### config.mk
export PLATFORM = sky130hd
export DESIGN_NAME = regfile_writeback_flat
export DESIGN_NICKNAME = d
export VERILOG_FILES = /design/src/rtl/riscv_pkg.sv /design/src/rtl/regfile_writeback_if.sv /design/src/rtl/pending_fifo.sv /design/src/rtl/regfile_writeback.sv /design/src/flat_wrapper.sv
export SDC_FILE = /design/constraint.sdc
export NUM_CORES = 1
export LEC_CHECK = 0
export CORE_MARGIN = 2
export CORE_UTILIZATION = 50
export DETAILED_ROUTE_END_ITERATION = 8
export DONT_BUFFER_PORTS = 1
export SYNTH_ARGS = -nofsm -noshare
export SYNTH_HDL_FRONTEND = slang
export SYNTH_SLANG_ARGS = --single-unit
### constraint.sdc
create_clock -name clk -period 5.45 [get_ports clk]
set_input_delay 0.2725 -clock clk [delete_from_list [all_inputs] [get_ports clk]]
set_output_delay 0.2725 -clock clk [all_outputs]
set_load 0.02 [all_outputs]
### src/rtl/riscv_pkg.sv
// Shared integer-core definitions: register-file geometry, register index type and
// the writeback source encoding used by the register-file writer.
package riscv_pkg;

  localparam int unsigned ADDR_WIDTH = 5;
  localparam int unsigned WIDTH      = 32;

  typedef logic [ADDR_WIDTH-1:0] reg_idx_t;

  // Which producer owns the register-file write port in a given cycle
  typedef enum logic [1:0] {
    SrcNone,
    SrcLoad,
    SrcAlu,
    SrcOrphan
  } wb_src_e;

endpackage

### src/rtl/regfile_writeback_if.sv
// Bundle between the pipeline (ALU, load unit, decode) and the register-file writer.
interface regfile_writeback_if #(
  parameter int unsigned ADDR_WIDTH = riscv_pkg::ADDR_WIDTH,
  parameter int unsigned WIDTH      = riscv_pkg::WIDTH
);

  logic                  alu_valid;
  logic [ADDR_WIDTH-1:0] alu_rd;
  logic [WIDTH-1:0]      alu_data;
  logic                  alu_ready;
  logic                  ld_issue_valid;
  logic [ADDR_WIDTH-1:0] ld_issue_rd;
  logic                  ld_issue_ready;
  logic                  ld_done_valid;
  logic [WIDTH-1:0]      ld_done_data;
  logic [ADDR_WIDTH-1:0] rs1;
  logic [ADDR_WIDTH-1:0] rs2;
  logic                  rs1_busy;
  logic                  rs2_busy;
  logic [ADDR_WIDTH-1:0] rd;
  logic [WIDTH-1:0]      rd_wd;
  logic                  rd_we;
  logic                  err;

  modport master (
    output alu_valid, alu_rd, alu_data, ld_issue_valid, ld_issue_rd,
           ld_done_valid, ld_done_data, rs1, rs2,
    input  alu_ready, ld_issue_ready, rs1_busy, rs2_busy, rd, rd_wd, rd_we, err
  );

  modport slave (
    input  alu_valid, alu_rd, alu_data, ld_issue_valid, ld_issue_rd,
           ld_done_valid, ld_done_data, rs1, rs2,
    output alu_ready, ld_issue_ready, rs1_busy, rs2_busy, rd, rd_wd, rd_we, err
  );

endinterface

### src/rtl/pending_fifo.sv
// Synchronous FIFO of in-flight load destinations; head is visible combinationally.
module pending_fifo #(
  parameter int unsigned DEPTH = 4,
  parameter int unsigned WIDTH = riscv_pkg::ADDR_WIDTH
) (
  input  logic             clk,
  input  logic             rst_n,
  input  logic             i_push,
  input  logic             i_pop,
  input  logic [WIDTH-1:0] i_din,
  output logic [WIDTH-1:0] o_head,
  output logic             o_full,
  output logic             o_empty
);

  localparam int unsigned PtrW = $clog2(DEPTH) + 1;

  logic [WIDTH-1:0] r_mem [DEPTH];
  logic [PtrW-1:0]  r_wr_ptr;
  logic [PtrW-1:0]  r_rd_ptr;
  logic             w_do_push;
  logic             w_do_pop;

  // Extra MSB separates full (MSBs differ) from empty (MSBs equal)
  assign o_empty   = (r_wr_ptr == r_rd_ptr);
  assign o_full    = (r_wr_ptr[PtrW-1] != r_rd_ptr[PtrW-1]) &&
                     (r_wr_ptr[PtrW-2:0] == r_rd_ptr[PtrW-2:0]);
  assign o_head    = r_mem[r_rd_ptr[PtrW-2:0]];
  assign w_do_push = i_push && !o_full;
  assign w_do_pop  = i_pop && !o_empty;

  always_ff @(posedge clk or negedge rst_n) begin
    if (!rst_n) begin
      r_wr_ptr <= '0;
      r_rd_ptr <= '0;
    end else begin
      if (w_do_push) r_wr_ptr <= r_wr_ptr + 1'b1;
      if (w_do_pop)  r_rd_ptr <= r_rd_ptr + 1'b1;
    end
  end

  always_ff @(posedge clk) begin
    if (w_do_push) r_mem[r_wr_ptr[PtrW-2:0]] <= i_din;
  end

endmodule

### src/rtl/regfile_writeback.sv
// Register-file writer: merges ALU results with in-order load completions and tracks
// registers with loads in flight for decode hazard detection.
module regfile_writeback #(
  parameter int unsigned ADDR_WIDTH = riscv_pkg::ADDR_WIDTH,
  parameter int unsigned WIDTH      = riscv_pkg::WIDTH,
  parameter int unsigned LOAD_DEPTH = 4
) (
  input logic          clk,
  input logic          rst_n,
  regfile_writeback_if.slave io_wb
);

  import riscv_pkg::*;

  localparam int unsigned NumRegs = 2 ** ADDR_WIDTH;

  if (LOAD_DEPTH < 2 || (LOAD_DEPTH & (LOAD_DEPTH - 1)) != 0) begin : g_bad_depth
    $error("LOAD_DEPTH must be a power of two and at least 2");
  end

  logic [NumRegs-1:0]    r_busy;
  logic [NumRegs-1:0]    w_busy_d;
  logic [ADDR_WIDTH-1:0] r_rd;
  logic [ADDR_WIDTH-1:0] w_rd_d;
  logic [WIDTH-1:0]      r_rd_wd;
  logic [WIDTH-1:0]      w_rd_wd_d;
  logic                  r_rd_we;
  logic                  w_rd_we_d;
  logic                  r_rd_is_load;
  logic                  w_rd_is_load_d;
  logic                  r_err;
  logic                  w_err_d;

  logic [ADDR_WIDTH-1:0] w_head;
  logic                  w_full;
  logic                  w_empty;
  logic                  w_push;
  logic                  w_pop;
  logic                  w_alu_ready;
  logic                  w_ld_issue_ready;
  wb_src_e               w_src;

  assign w_ld_issue_ready = !w_full && !r_busy[io_wb.ld_issue_rd];
  assign w_alu_ready      = !io_wb.ld_done_valid && !r_busy[io_wb.alu_rd];
  assign w_push           = io_wb.ld_issue_valid && w_ld_issue_ready;
  assign w_pop            = io_wb.ld_done_valid && !w_empty;

  pending_fifo #(
    .DEPTH (LOAD_DEPTH),
    .WIDTH (ADDR_WIDTH)
  ) u_pending_fifo (
    .clk     (clk),
    .rst_n   (rst_n),
    .i_push  (w_push),
    .i_pop   (w_pop),
    .i_din   (io_wb.ld_issue_rd),
    .o_head  (w_head),
    .o_full  (w_full),
    .o_empty (w_empty)
  );

  // Load completion always wins the write port; it is never back-pressured
  always_comb begin
    w_src = SrcNone;
    if (io_wb.ld_done_valid) begin
      w_src = w_empty ? SrcOrphan : SrcLoad;
    end else if (io_wb.alu_valid && w_alu_ready) begin
      w_src = SrcAlu;
    end
  end

  always_comb begin
    w_rd_d         = r_rd;
    w_rd_wd_d      = r_rd_wd;
    w_rd_we_d      = 1'b0;
    w_rd_is_load_d = 1'b0;
    w_err_d        = r_err;
    case (w_src)
      SrcLoad: begin
        w_rd_d         = w_head;
        w_rd_wd_d      = io_wb.ld_done_data;
        w_rd_we_d      = (w_head != '0);
        w_rd_is_load_d = 1'b1;
      end
      SrcAlu: begin
        w_rd_d    = io_wb.alu_rd;
        w_rd_wd_d = io_wb.alu_data;
        w_rd_we_d = (io_wb.alu_rd != '0);
      end
      SrcOrphan: w_err_d = 1'b1;
      default: ;
    endcase
  end

  // Clear lands on the same edge that writes the loaded value into the register file
  always_comb begin
    w_busy_d = r_busy;
    if (r_rd_we && r_rd_is_load) w_busy_d[r_rd] = 1'b0;
    if (w_push && io_wb.ld_issue_rd != '0) w_busy_d[io_wb.ld_issue_rd] = 1'b1;
    w_busy_d[0] = 1'b0;
  end

  always_ff @(posedge clk or negedge rst_n) begin
    if (!rst_n) begin
      r_busy       <= '0;
      r_rd         <= '0;
      r_rd_wd      <= '0;
      r_rd_we      <= 1'b0;
      r_rd_is_load <= 1'b0;
      r_err        <= 1'b0;
    end else begin
      r_busy       <= w_busy_d;
      r_rd         <= w_rd_d;
      r_rd_wd      <= w_rd_wd_d;
      r_rd_we      <= w_rd_we_d;
      r_rd_is_load <= w_rd_is_load_d;
      r_err        <= w_err_d;
    end
  end

  assign io_wb.alu_ready      = w_alu_ready;
  assign io_wb.ld_issue_ready = w_ld_issue_ready;
  assign io_wb.rs1_busy       = r_busy[io_wb.rs1];
  assign io_wb.rs2_busy       = r_busy[io_wb.rs2];
  assign io_wb.rd             = r_rd;
  assign io_wb.rd_wd          = r_rd_wd;
  assign io_wb.rd_we          = r_rd_we;
  assign io_wb.err            = r_err;

endmodule
### src/flat_wrapper.sv
// flat-port wrapper written by rule: the top's interface ports become plain ports
module regfile_writeback_flat import riscv_pkg::*;
#(
  parameter int unsigned ADDR_WIDTH = riscv_pkg::ADDR_WIDTH,
  parameter int unsigned WIDTH      = riscv_pkg::WIDTH,
  parameter int unsigned LOAD_DEPTH = 4
)
  (clk, rst_n, io_wb_alu_valid, io_wb_alu_rd, io_wb_alu_data, io_wb_ld_issue_valid, io_wb_ld_issue_rd, io_wb_ld_done_valid, io_wb_ld_done_data, io_wb_rs1, io_wb_rs2, io_wb_alu_ready, io_wb_ld_issue_ready, io_wb_rs1_busy, io_wb_rs2_busy, io_wb_rd, io_wb_rd_wd, io_wb_rd_we, io_wb_err);
  regfile_writeback_if #(.ADDR_WIDTH(ADDR_WIDTH), .WIDTH(WIDTH)) io_wb_i ();
  input logic clk;
  input logic rst_n;
  input wire logic [$bits(io_wb_i.alu_valid)-1:0] io_wb_alu_valid;
  input wire logic [$bits(io_wb_i.alu_rd)-1:0] io_wb_alu_rd;
  input wire logic [$bits(io_wb_i.alu_data)-1:0] io_wb_alu_data;
  input wire logic [$bits(io_wb_i.ld_issue_valid)-1:0] io_wb_ld_issue_valid;
  input wire logic [$bits(io_wb_i.ld_issue_rd)-1:0] io_wb_ld_issue_rd;
  input wire logic [$bits(io_wb_i.ld_done_valid)-1:0] io_wb_ld_done_valid;
  input wire logic [$bits(io_wb_i.ld_done_data)-1:0] io_wb_ld_done_data;
  input wire logic [$bits(io_wb_i.rs1)-1:0] io_wb_rs1;
  input wire logic [$bits(io_wb_i.rs2)-1:0] io_wb_rs2;
  output wire logic [$bits(io_wb_i.alu_ready)-1:0] io_wb_alu_ready;
  output wire logic [$bits(io_wb_i.ld_issue_ready)-1:0] io_wb_ld_issue_ready;
  output wire logic [$bits(io_wb_i.rs1_busy)-1:0] io_wb_rs1_busy;
  output wire logic [$bits(io_wb_i.rs2_busy)-1:0] io_wb_rs2_busy;
  output wire logic [$bits(io_wb_i.rd)-1:0] io_wb_rd;
  output wire logic [$bits(io_wb_i.rd_wd)-1:0] io_wb_rd_wd;
  output wire logic [$bits(io_wb_i.rd_we)-1:0] io_wb_rd_we;
  output wire logic [$bits(io_wb_i.err)-1:0] io_wb_err;
  assign io_wb_i.alu_valid = io_wb_alu_valid;
  assign io_wb_i.alu_rd = io_wb_alu_rd;
  assign io_wb_i.alu_data = io_wb_alu_data;
  assign io_wb_i.ld_issue_valid = io_wb_ld_issue_valid;
  assign io_wb_i.ld_issue_rd = io_wb_ld_issue_rd;
  assign io_wb_i.ld_done_valid = io_wb_ld_done_valid;
  assign io_wb_i.ld_done_data = io_wb_ld_done_data;
  assign io_wb_i.rs1 = io_wb_rs1;
  assign io_wb_i.rs2 = io_wb_rs2;
  assign io_wb_alu_ready = io_wb_i.alu_ready;
  assign io_wb_ld_issue_ready = io_wb_i.ld_issue_ready;
  assign io_wb_rs1_busy = io_wb_i.rs1_busy;
  assign io_wb_rs2_busy = io_wb_i.rs2_busy;
  assign io_wb_rd = io_wb_i.rd;
  assign io_wb_rd_wd = io_wb_i.rd_wd;
  assign io_wb_rd_we = io_wb_i.rd_we;
  assign io_wb_err = io_wb_i.err;
  regfile_writeback #(.ADDR_WIDTH(ADDR_WIDTH), .WIDTH(WIDTH), .LOAD_DEPTH(LOAD_DEPTH)) u_core (.clk(clk), .rst_n(rst_n), .io_wb(io_wb_i));
endmodule
* Yosys cells after proc, flatten, opt, wreduce, memory -nomap -nowiden
Memory sizes are Yosys's and may differ from the RTL's.
Cells that the tools add are included.
W data, S select, Z words.
** Cells by class
- $add $sub $neg :: 2
- Equal/unequal tests :: 6
- Magnitude comparators :: 7
- Mux-type cells :: 23
- Bitwise logic cells :: 3
- Reductions and logical operators :: 21
** Operator list (number)
- $mux W32 :: 2
- $pmux W32 S2 :: 1
- $and A32 B32 Y32 :: 1
- $not A32 Y32 :: 1
- $or A32 B32 Y32 :: 1
- $lt A5 B6 Y1 const B :: 5
- $bmux W1 S5 :: 4
- $reduce_bool A5 Y1 :: 3
- $logic_and A1 B1 Y1 :: 12
- $demux W1 S5 :: 2
- $ge A5 B1 Y1 const B :: 2
- $pmux W5 S2 :: 1
- $mux W1 :: 9
- $add A3 B1 Y3 const B :: 2
- $mux W2 :: 3
- $logic_not A1 Y1 :: 5
- $eq A2 B2 Y1 const B :: 2
- $eq A3 B3 Y1 :: 1
- $eq A2 B1 Y1 const B :: 1
- $eq A2 B2 Y1 :: 1
- $pmux W1 S2 :: 1
- $reduce_bool A2 Y1 :: 1
- $ne A1 B1 Y1 :: 1
** Storage, ports and cells
- Register bits after elaboration :: 77
- Output and inout port bits :: 43
- Logic and storage cells :: 71
- Memories :: 1
- Memory bits (writable) :: 20
- Bits of input ports :: 89
** Memory list
- u_core.u_pending_fifo.r_mem :: words 4, bits a word 5, rd ports 1, clocked after Yosys merged registers in 0, wr ports 1, line pending_fifo.sv:18 : logic [WIDTH-1:0] r_mem [DEPTH];

* Depth between registers and ports, before layout
Gate-level depths: netlist of the first run.
- Depth after elaboration :: 9
- Mapped depth :: 11
- Gate-level depth less buffers :: 8

* By module
A second synthesis of the first run with hierarchy kept.
** Second synthesis, totals
- Cells, all modules :: 450
- Area, all modules :: 5711.7 um^2
** Modules (own cells, without submodules)
- regfile_writeback :: times used 1, area an instance 4508.1 um^2, cells an instance 375
- pending_fifo :: times used 1, area an instance 1203.7 um^2, cells an instance 75

* Worst setup path before layout of the first run
No wires, ideal clock.
- Path kind :: input-to-reg
- Start :: input port io_wb_alu_rd[1]
- End :: register u_core.r_rd_wd[17], in the netlist u_core.io_wb.rd_wd[17]
- Data required time :: 5313 ps
- Stages on the path :: 11
- Arrival time :: 3173 ps
- Setup slack :: 2140 ps
- Buffers on the path :: 3
- Path through :: buf_2 > mux4_2 > mux4_2 > inv_1 > a22oi_1 > o22ai_1 > ha_1 > clkbuf_1 > buf_1 > mux2i_1 > a21oi_1
** Between the ends
- Cells in the longest elaborated chain, start to end :: 9
- Elaborated cells on any way between the ends :: 11
** RTL lines
- start: declaration :: line flat_wrapper.sv:13 : input wire logic [$bits(io_wb_i.alu_rd)-1:0] io_wb_alu_rd;
- $bmux W1 S5 * :: line regfile_writeback.sv:44 : assign w_alu_ready = !io_wb.ld_done_valid && !r_busy[io_wb.alu_rd];
- $mux W1 (implied by the code) * :: line regfile_writeback.sv:44
- $logic_not A1 Y1 * :: line regfile_writeback.sv:44
- $logic_and A1 B1 Y1 * :: line regfile_writeback.sv:44
- $logic_and A1 B1 Y1 * :: line regfile_writeback.sv:67 : end else if (io_wb.alu_valid && w_alu_ready) begin
- $mux W2 * :: line regfile_writeback.sv:67
- $mux W2 * :: line regfile_writeback.sv:65 : if (io_wb.ld_done_valid) begin
- $eq A2 B2 Y1 or $eq A2 B1 Y1 (tied branches) :: line regfile_writeback.sv:78 : case (w_src)
- $pmux W32 S2 or $reduce_bool A2 Y1 (tied branches)
- end signal: assignment :: line regfile_writeback.sv:114 : r_rd_wd <= w_rd_wd_d;
- end: declaration :: line regfile_writeback.sv:25 : logic [WIDTH-1:0] r_rd_wd;
Mark *: on every way between the ends. The rest lies on a longest branch, timed or not. The select of a mux whose other input is x is not followed.
A chain may end at the register's enable or synchronous reset.

* Worst setup path in the final report of the first run
- Start :: register u_core.r_busy[17]
- End :: register u_core.r_rd_wd[6], in the netlist u_core.io_wb.rd_wd[6]
** Between the ends
- Cells in the longest elaborated chain, start to end :: 9
- Elaborated cells on any way between the ends :: 11
** RTL lines
- start: declaration :: line regfile_writeback.sv:21 : logic [NumRegs-1:0] r_busy;
- start signal: assignment :: line regfile_writeback.sv:112 : r_busy <= w_busy_d;
- $bmux W1 S5 * :: line regfile_writeback.sv:44
- $mux W1 (implied by the code) * :: line regfile_writeback.sv:44
- $logic_not A1 Y1 * :: line regfile_writeback.sv:44
- $logic_and A1 B1 Y1 * :: line regfile_writeback.sv:44
- $logic_and A1 B1 Y1 * :: line regfile_writeback.sv:67
- $mux W2 * :: line regfile_writeback.sv:67
- $mux W2 * :: line regfile_writeback.sv:65
- $eq A2 B2 Y1 or $eq A2 B1 Y1 (tied branches) :: line regfile_writeback.sv:78
- $pmux W32 S2 or $reduce_bool A2 Y1 (tied branches)
Marks and branches as above.

==> impl_metrics.py, run 1 <==
metrics = {
    "critical_path": {
        "crit_chain": "mux4_2 -> mux4_2 -> inv_1 -> a22oi_1 -> o22ai_1 -> ha_2 -> mux2i_1 -> a21oi_1",
        "reg2reg_slack_ns": 2.07,
        "r2r-end": "u_core.io_wb.rd_wd[6]",
        "reg2reg_depth": 8,
        "critPathLaunchType": "flop",
        "critPathRequiredTime_ns": 5.64,
        "r2r-start": "u_core.r_busy[17]",
        "cp-end-kind": "flop",
        "slowest_delay_ns": 0.98,
        "crit_path_frequent_cell": "mux4_2",
        "path_max_fanout": 38,
        "cpMaxStageDelayCell": "ha_2",
        "cp.arrival_ns": 3.57,
        "path_class": "flop to flop",
    },
    "logic_synthesis": {
        "ys_ff_latch": 97,
        "synthCells": 463,
        "ys_warn_count": 0,
        "synth_edf_count": 20,
        "synth-main-ff-cell": "dfrtp_1",
        "yosysTopAreaCell": "dfrtp_1",
        "syn_nets": 560,
        "seq_area_frac_synth_pct": 46.50,
        "synth.area.top_cells": "dfrtp_1 35%, mux4_2 13%, edfxtp_1 11%, mux2i_1 9.0%, o31ai_1 4.0%",
        "async_reset_ff_share_pct": 79.38,
        "synth_top_area_share_pct": 35.45,
        "syn_area_per_cell_um2": 11.74,
        "synth_cell_types": 45,
        "synth_area_um2": 5435,
    },
    "global_route": {
        "grt_first_pass_wirelength_mm": 20.52,
        "grt_use_total_pct": 23.41,
        "grt_max_degree": 78,
        "gr-total-overflow": 0,
        "antenna_found_initial": 0,
        "grt_pass1_vias": 3736,
    },
    "floorplanning": {
        "core_um2": 10750,
        "dieHeight_um": 108.3,
        "ios": 132,
        "num_rows": 38,
        "die_area_um2": 11720,
        "floorplan.initialDensity_pct": 50.58,
        "die_x_um": 108.3,
    },
    "routing": {
        "drt_first_pass_iters": 5,
        "wl_met3_mm": 1.407,
        "vias": 3791,
        "drt_iter0_markers": 269,
        "drt-total-wl_mm": 13.53,
        "dr.max_layer_used": "met4",
        "ant_nets": 0,
        "wl_per_cell_um": 23.04,
        "met1_length_mm": 5.397,
        "wl_met2_mm": 6.528,
        "viasPerCell": 6.458,
        "drc_errors": 0,
    },
    "clocking": {
        "post_cts_resized": 0,
        "path_clk_slew_ns": 0.09,
        "cts_hold_buf": 7,
        "htreeDepth": 3,
        "cts-root-buf": "clkbuf_8",
        "cts_setup_buffers": 0,
        "insertion_delay_ns": 0.37,
        "cts_buffer_depth": 2,
        "cts_buffers": 9,
        "cts_tree": "built",
        "cts.sinks": 97,
    },
    "timing": {
        "hold_violations": 0,
        "fin_tns_setup_ns": 0,
        "rsz0062_at_grt": "no",
        "finClkSkew_ns": 0.01552,
        "worstMarginPinSlew_ns": 1.147,
        "fin_crit_sh_pct": 62.07,
        "fmax_ghz": 0.2956,
        "fin_crit_ns": 3.383,
        "drv_slew": 0,
        "setup_viol": 0,
        "slew_headroom_pct": 23.50,
    },
    "final_layout": {
        "final_nets": 541,
        "drive_gt1_share_pct": 14.09,
        "finalNonFillerCells": 587,
        "n_fill_cell": 930,
        "diodes": 0,
        "syn2layout_area_growth_pct": 5.318,
    },
    "power": {
        "p_leak_uw": 0.002006,
        "p_per_area_nw_per_um2": 501.6,
        "vdd_drop_max_uv": 198.2,
    },
    "worst_hold_path": {
        "hp-class": "primary input to flop",
        "min-delay-start": "io_wb_ld_done_valid",
        "worstHoldPathCells": 1,
        "min_to": "u_core.r_rd_is_load",
    },
    "placed_design": {
        "hpwl_mm": 9.271,
        "place_inst": 566,
        "place_congestion": 0.8598,
        "port_buffers": 0,
    },
    "run_status": {
        "outcome": "finished, final reports clean",
    },
    "flow_run": {
        "max-cap-violations": 0,
    },
}
==> through the flow <==
stage                     instance area [um2]  setup WS (ns)  power (uW)  hold WS, ns  util (%)
final                                    5724          2.067        2871       0.1148     53.27
after global routing                     5724          1.821        3054      0.08600     53.27
after global placement                   5443          2.128        2352     -0.02144     50.65
after floorplan                          5435          2.140        2170     -0.02309         -
after CTS                                5724          2.051        2881      0.08724     53.27
after detailed placement                 5443          2.069        2385     -0.02045     50.65
==> layer usage <==
metal	vias up	GRT usage, %
met5	-	0
li1	1708	-
met4	0	8.516
met2	209	38.59
met1	1859	29.41
met3	15	6.932
==> worst max-delay path by stage <==
stage	start	endpoint	slack, ns	cells after the start
after global routing	u_core.r_busy[17]	u_core.io_wb.rd_wd[12]	1.82	8
after global placement	u_core.r_busy[17]	u_core.io_wb.rd_wd[3]	2.13	8
final	u_core.r_busy[17]	u_core.io_wb.rd_wd[6]	2.07	8
after floorplan	io_wb_alu_rd[1]	u_core.io_wb.rd_wd[17]	2.14	11
after detailed placement	u_core.r_busy[30]	u_core.io_wb.rd_wd[16]	2.07	8
after CTS	u_core.r_busy[17]	u_core.io_wb.rd_wd[16]	2.05	8
==> power by group <==
part | leakage, uW | switching [uW] | internal [uW]
Combinational | 0.000920 | 438 | 450
Sequential | 0.000987 | 503 | 1010
Clock | 0.0000985 | 239 | 234
==> state kept, by name, summed over array words and instances (netlist names) <==
name and cells:
u_core.io_wb.rd_wd 32, u_core.r_busy 31, u_core.u_pending_fifo.r_mem 20, u_core.io_wb.rd 5, u_core.u_pending_fifo.r_rd_ptr 3, u_core.u_pending_fifo.r_wr_ptr 3, u_core.io_wb.err 1, u_core.io_wb.rd_we 1
u_core.r_rd_is_load 1
==> cells in the mapped netlist (4+ instances only) <==
| library cell | number |
|---|---|
| o22ai_1 | 5 |
| and3_1 | 5 |
| buf_1 | 8 |
| a21oi_1 | 38 |
| o31ai_1 | 29 |
| mux2i_1 | 49 |
| edfxtp_1 | 20 |
| dfrtp_1 | 77 |
| nor3_1 | 4 |
| nor2_1 | 43 |
| nand2_1 | 19 |
| nand3b_1 | 6 |
| mux2_2 | 6 |
| xnor2_1 | 5 |
| mux4_2 | 31 |
| buf_6 | 4 |
| clkbuf_1 | 22 |
| inv_1 | 8 |
| o21ai_0 | 35 |
| ha_1 | 8 |
==> layout make-up <==
| cell class | count | area, um2 | share of cell area [%] |
|---|---|---|---|
| repair buffers | 7 | 87.58 | 1.530 |
| clock inverters | 2 | 38.79 | 0.6776 |
| well taps | 140 | 175.2 | 3.060 |
| inverters | 8 | 30.03 | 0.5246 |
| multi-input cells | 321 | 2710 | 47.34 |
| clock buffers | 12 | 155.1 | 2.710 |
| flip-flops and latches | 97 | 2527 | 44.15 |
==> worst max-delay path, delay by kind of cell (launching register included) <==
family,cells,cell delay [ns]
compound gates,3,0.45
buf+inv,1,0.06
mux,3,1.24
fa+ha+maj,1,0.98
flops,1,0.45
==> cells in the final DEF (no fill, tap or decap), types with 3 or more instances in the layout <==
master / instances
nand3_1: 3
ha_1: 6
nand3b_1: 6
o21ai_0: 35
mux2_2: 6
xnor2_1: 5
mux4_2: 31
nor2_1: 43
a21oi_1: 38
o22ai_1: 5
nor3_1: 4
edfxtp_1: 20
clkbuf_8: 11
xor2_1: 3
mux2i_1: 49
dfrtp_1: 77
inv_1: 8
o31ai_1: 29
and3_1: 5
o31ai_2: 3
or3_1: 3
nand2_1: 19
or3b_2: 3
dlygate4sd3_1: 6
==> cells by family (layout without fill, tap and decap cells) <==
group / count (synthesis) / in the layout / synth area share [%]
AO/OA/AOI/OAI: 118 / 118 / 13.19
flip-flops: 97 / 97 / 46.50
XOR/XNOR: 8 / 8 / 1.289
AND/OR/NAND/NOR: 99 / 99 / 9.369
adder cells (fa/ha/maj): 8 / 8 / 1.842
buffers and inverters: 45 / 29 / 3.729
multiplexers: 88 / 88 / 24.08
No activity file was read; power rests on OpenSTA's default activity.
==> run 2: changes to the inputs <==
--- a/config.mk
+++ b/config.mk
@@ -9,6 +9,7 @@
 export CORE_UTILIZATION = 50
 export DETAILED_ROUTE_END_ITERATION = 8
 export DONT_BUFFER_PORTS = 1
+export PLACE_DENSITY = 0.68
 export SYNTH_ARGS = -nofsm -noshare
 export SYNTH_HDL_FRONTEND = slang
 export SYNTH_SLANG_ARGS = --single-unit
==> constraint.sdc (replaced) <==
create_clock -name clk -period 2.8 [get_ports clk]
set_input_delay 0.14 -clock clk [delete_from_list [all_inputs] [get_ports clk]]
set_output_delay 0.14 -clock clk [all_outputs]
set_load 0.02 [all_outputs]
==> impl_metrics.py, run 2 (synthesized netlist as in run 1, its figures left out) <==
metrics = {
    "power": {
        "total_power_uw": 5997,
        "p_leak_uw": 0.002339,
        "p_per_area_nw_per_um2": 923.6,
        "vdd_drop_max_uv": 432.0,
    },
    "final_layout": {
        "final_common_cell": "dfrtp_1",
        "n_fill_cell": 845,
        "drive_gt1_share_pct": 15.06,
        "final_cell_area_um2": 6492,
        "largest_reg_flops": 32,
        "final_nets": 610,
        "multiInputGateArea_um2": 2729,
        "mostFrequentLayoutCells": "77 x dfrtp_1, 64 x dlygate4sd3_1, 49 x mux2i_1",
        "regArea_um2": 2527,
        "syn2layout_area_growth_pct": 19.45,
        "diodes": 0,
    },
    "global_route": {
        "antenna_found_initial": 0,
        "grt_max_degree": 78,
        "grt_use_total_pct": 26.47,
        "gr-total-overflow": 0,
        "grt_pass1_vias": 4147,
        "grt_first_pass_wirelength_mm": 23.00,
    },
    "floorplanning": {
        "floorplan.initialDensity_pct": 50.58,
        "die_x_um": 108.3,
        "dieHeight_um": 108.3,
        "core_um2": 10750,
        "die_area_um2": 11720,
        "ios": 132,
        "num_rows": 38,
    },
    "routing": {
        "drt_iter0_markers": 475,
        "viasPerCell": 6.459,
        "ant_nets": 0,
        "drt_first_pass_iters": 7,
        "drt-total-wl_mm": 15.63,
        "vias": 4250,
        "drc_errors": 0,
        "wl_per_cell_um": 23.75,
    },
    "clocking": {
        "cts-root-buf": "clkbuf_8",
        "path_clk_slew_ns": 0.10,
        "cts_buffers": 9,
        "cts_tree": "built",
        "htreeDepth": 3,
        "cts_buffer_depth": 2,
        "cts.sinks": 97,
        "insertion_delay_ns": 0.38,
    },
    "timing": {
        "fin_crit_ns": 2.664,
        "finClkSkew_ns": 0.01576,
        "fin_tns_setup_ns": 0,
        "hold_violations": 0,
        "setup_viol": 0,
        "hold_ws_ns": 0.007589,
        "worstMarginPinSlew_ns": 0.6175,
        "fin_crit_sh_pct": 95.13,
        "fmax_ghz": 0.3754,
        "drv_slew": 0,
        "slew_headroom_pct": 58.83,
        "rsz0062_at_grt": "no",
    },
    "critical_path": {
        "cp.arrival_ns": 2.93,
        "critPathRequiredTime_ns": 3.06,
        "path_class": "flop to flop",
        "path_max_fanout": 19,
        "cp-end-kind": "flop",
        "crit_family": "multiplexers",
        "crit_path_frequent_cell": "mux4_2",
        "critPathLaunchType": "flop",
        "slowest_delay_ns": 0.49,
        "cpMaxStageDelayCell": "mux4_2",
        "crit_chain": "mux4_2 -> mux4_2 -> inv_1 -> a22oi_1 -> o22ai_2 -> ha_4 -> buf_12 -> mux2i_1 -> a21oi_1",
        "cp_num_buf_inv": 2,
    },
    "placed_design": {
        "hpwl_mm": 9.614,
        "place_congestion": 0.9034,
        "port_buffers": 0,
        "dpl-instance-area_um2": 5528,
    },
    "worst_hold_path": {
        "hp-class": "primary input to flop",
    },
    "run_status": {
        "outcome": "finished, final reports clean",
    },
    "flow_run": {
        "max-cap-violations": 0,
    },
}
[run 2: cell count changes in the layout (fill, tap and decap cells not counted), sizes merged]
cell,delta
dlygate4sd3,+58
buf,+9
clkinv,-1
clkbuf,+2
inv,+3
[run 2: layer usage]
metal,GRT usage [%],vias up,part of all wire [%]
met5,0,-,0
met3,5.666,35,8.4
li1,-,1850,-
met4,9.982,0,2.5
met2,44.38,234,50
met1,33.89,2131,39
[run 2: path summary, 6_finish.rpt]
check,depth (start not counted),start,slack [ns],end
max in group asynchronous,2,rst_n,2.09,u_core.r_busy[21]
setup reg to reg,9,u_core.r_busy[25],0.14,u_core.io_wb.rd_wd[11]
hold / removal,2,io_wb_alu_data[4],0.008,u_core.io_wb.rd_wd[4]
setup / recovery,9,u_core.r_busy[25],0.14,u_core.io_wb.rd_wd[11]
min in group asynchronous,2,rst_n,0.37,u_core.io_wb.rd_wd[5]
hold reg to reg,1,u_core.u_pending_fifo.r_rd_ptr[2],0.55,u_core.u_pending_fifo.r_rd_ptr[2]
[run 2: cell type report]
class,count,share of cell area [%]
timing repair buffer,76,12.49
tap,140,2.698
inverter,8,0.4625
multi-input combinational,321,42.03
clock inverter,4,0.8287
clock buffer,12,2.563
sequential,97,38.93
[run 2: worst reg2reg max path, cell delays in order, from the launching register on]
cell     delay, ns
dfrtp_1       0.44
mux4_2        0.47
mux4_2        0.49
inv_1         0.07
a22oi_1       0.10
o22ai_2       0.20
ha_4          0.21
buf_12        0.19
mux2i_1       0.28
a21oi_1       0.11
[run 2: report_power, final]
group,total [uW],switching (uW),internal [uW]
clock network,1010,507,500
registers,2910,950,1960
logic,2080,1040,1040
[run 2: repair_timing]
item	in CTS	in global routing
setup buffers	0	1
gates resized for setup	0	3
setup endpoints to repair	0	37
endpoints found under the hold margin	132	0
hold buffers	65	0
[run 2: per-stage QoR]
step           utilization [%]  setup WS (ns)  std cells
6_report                 60.42         0.1365        658
5_1_grt                  60.42        0.02510        658
4_1_cts                  59.71        0.01844        655
3_5_place_dp             51.44        0.01681        574
3_3_place_gp             51.44        0.09531        574
2_1_floorplan                -        0.01381        463
==> run 3: changes to the inputs <==
--- a/config.mk
+++ b/config.mk
@@ -5,6 +5,7 @@
 export SDC_FILE = /design/constraint.sdc
 export NUM_CORES = 1
 export LEC_CHECK = 0
+export CORE_ASPECT_RATIO = 0.5
 export CORE_MARGIN = 2
 export CORE_UTILIZATION = 50
 export DETAILED_ROUTE_END_ITERATION = 8
==> impl_metrics.py, run 3 (synthesized netlist as in run 1, its figures left out) <==
metrics = {
    "critical_path": {
        "path_class": "flop to flop",
        "r2r-end": "u_core.io_wb.rd_wd[7]",
        "cp-end-kind": "flop",
        "reg2reg_depth": 9,
        "cp.arrival_ns": 2.94,
        "reg2reg_slack_ns": 0.09,
        "critPathLaunchType": "flop",
        "r2r-start": "u_core.r_busy[25]",
        "path_max_fanout": 23,
        "critPathRequiredTime_ns": 3.03,
        "worstSetupStartpoint": "u_core.r_busy[25]",
        "crit_path_end": "u_core.io_wb.rd_wd[7]",
    },
    "timing": {
        "fmax_ghz": 0.3691,
        "fin_crit_ns": 2.709,
        "drv_slew": 0,
        "worstMarginPinSlew_ns": 0.7131,
        "fin_crit_sh_pct": 96.75,
        "slew_headroom_pct": 52.46,
        "setup_viol": 0,
        "finClkSkew_ns": 0.01220,
        "finalWorstSetupSlack_ns": 0.09103,
        "hold_violations": 0,
    },
    "power": {
        "clock_power_share_pct": 19.1,
        "p_per_area_nw_per_um2": 1004,
        "netSwitchingFraction_pct": 40.55,
        "p_leak_uw": 0.002166,
        "pwr-share-seq_pct": 47.2,
        "power_switching_uw": 2467,
        "p_int_uw": 3618,
        "vdd_drop_max_uv": 348.2,
        "total_power_uw": 6085,
        "pwr-share-comb_pct": 33.7,
    },
    "global_route": {
        "grt_pass1_vias": 3957,
        "gr-total-overflow": 0,
        "grt.met2_usage_pct": 40.54,
        "grt_first_pass_wirelength_mm": 22.18,
        "grt_max_degree": 78,
        "grt-busiest-layer": "met2",
        "grtUsageMet1_pct": 33.54,
        "gr-usage-met3_pct": 8.529,
        "antenna_found_initial": 0,
        "grt_use_total_pct": 25.67,
    },
    "routing": {
        "drt_first_pass_iters": 5,
        "drt_iter0_markers": 320,
        "drt-total-wl_mm": 14.59,
        "ant_nets": 0,
        "viasPerCell": 6.482,
        "wl_per_cell_um": 23.84,
        "vias": 3967,
        "drc_errors": 0,
    },
    "final_layout": {
        "final_nets": 564,
        "regArea_um2": 2527,
        "drive_gt1_share_pct": 17.37,
        "final_cell_area_um2": 6062,
        "syn2layout_area_growth_pct": 11.53,
        "final_common_cell": "dfrtp_1",
        "largest_reg_flops": 32,
        "diodes": 0,
        "mostFrequentLayoutCells": "77 x dfrtp_1, 47 x mux2i_1, 43 x nor2_1",
        "multiInputGateArea_um2": 2734,
        "n_fill_cell": 835,
    },
    "clocking": {
        "cts_buffers": 9,
        "cts_buffer_depth": 2,
        "cts_setup_buffers": 0,
        "cts_tree": "built",
        "htreeDepth": 3,
        "path_clk_slew_ns": 0.07,
        "cts-root-buf": "clkbuf_16",
        "cts.sinks": 97,
        "insertion_delay_ns": 0.35,
    },
    "floorplanning": {
        "core_um2": 10380,
        "die_area_um2": 11770,
        "floorplan.initialDensity_pct": 52.38,
        "ios": 132,
        "num_rows": 26,
        "dieHeight_um": 77.73,
        "die_x_um": 151.4,
    },
    "placed_design": {
        "port_buffers": 0,
        "place_ws_ns": 0.06692,
        "dpl-instance-area_um2": 5593,
        "hpwl_mm": 9.994,
        "place_congestion": 0.9102,
    },
    "worst_hold_path": {
        "min-delay-start": "io_wb_alu_rd[3]",
        "hp-class": "primary input to flop",
    },
    "flow_run": {
        "max-cap-violations": 0,
    },
    "run_status": {
        "outcome": "finished, final reports clean",
    },
}
[run 3: layout make-up]
type	instances	share of cell area, %
clock buffers	12	4.066
inverters	8	0.4954
multi-input cells	321	45.10
clock inverters	4	0.4541
repair buffers	30	5.304
flip-flops and latches	97	41.69
well taps	140	2.890
[run 3: power by group through the flow]
stage               logic (uW)  clock network [uW]  registers, uW
CTS                       2030                1190           2860
finish                    2050                1160           2870
floorplan                 1570                   0           2650
detailed placement        1970                   0           2880
global placement          1910                   0           2870
global route              2260                1250           2930
[run 3: repair_timing]
item | CTS | global route
hold buffers | 15 | 0
hold endpoints to repair | 102 | 0
gates resized for setup | 0 | 5
endpoints found under the setup margin | 0 | 38
[run 3: worst min-delay path by stage]
stage	endpoint	slack (ns)	cells past startpoint
after floorplan	u_core.io_wb.err	-0.16	0
after global placement	u_core.r_busy[28]	-0.15	0
after detailed placement	u_core.r_busy[28]	-0.15	0
after CTS	u_core.io_wb.rd[3]	0.0004	2
after global routing	u_core.io_wb.err	0.01	2
final	u_core.io_wb.rd[3]	0.01	2
[run 3: metrics by stage]
stage                     utilization (%)  instances  hold slack, ns  setup TNS [ns]
after floorplan                         -        463         -0.1556               0
after global placement              53.89        581         -0.1529               0
after detailed placement            53.89        581         -0.1527               0
after CTS                           58.15        612       0.0004408               0
after global routing                58.42        612         0.01012        -0.02277
final                               58.42        612         0.01072               0
[run 3: routing by layer]
layer	routed length, um	vias up
met5	0	-
met2	6790	238
met1	5793	1945
met3	1660	29
li1	-	1755
met4	345	0
[run 3: worst max-delay path: stages, from the launching register on]
cell     delay (ns)
dfrtp_1        0.42
mux4_2         0.50
mux4_2         0.47
inv_1          0.07
a22oi_1        0.12
o22ai_2        0.19
ha_2           0.26
buf_12         0.20
mux2i_2        0.26
a21oi_1        0.09
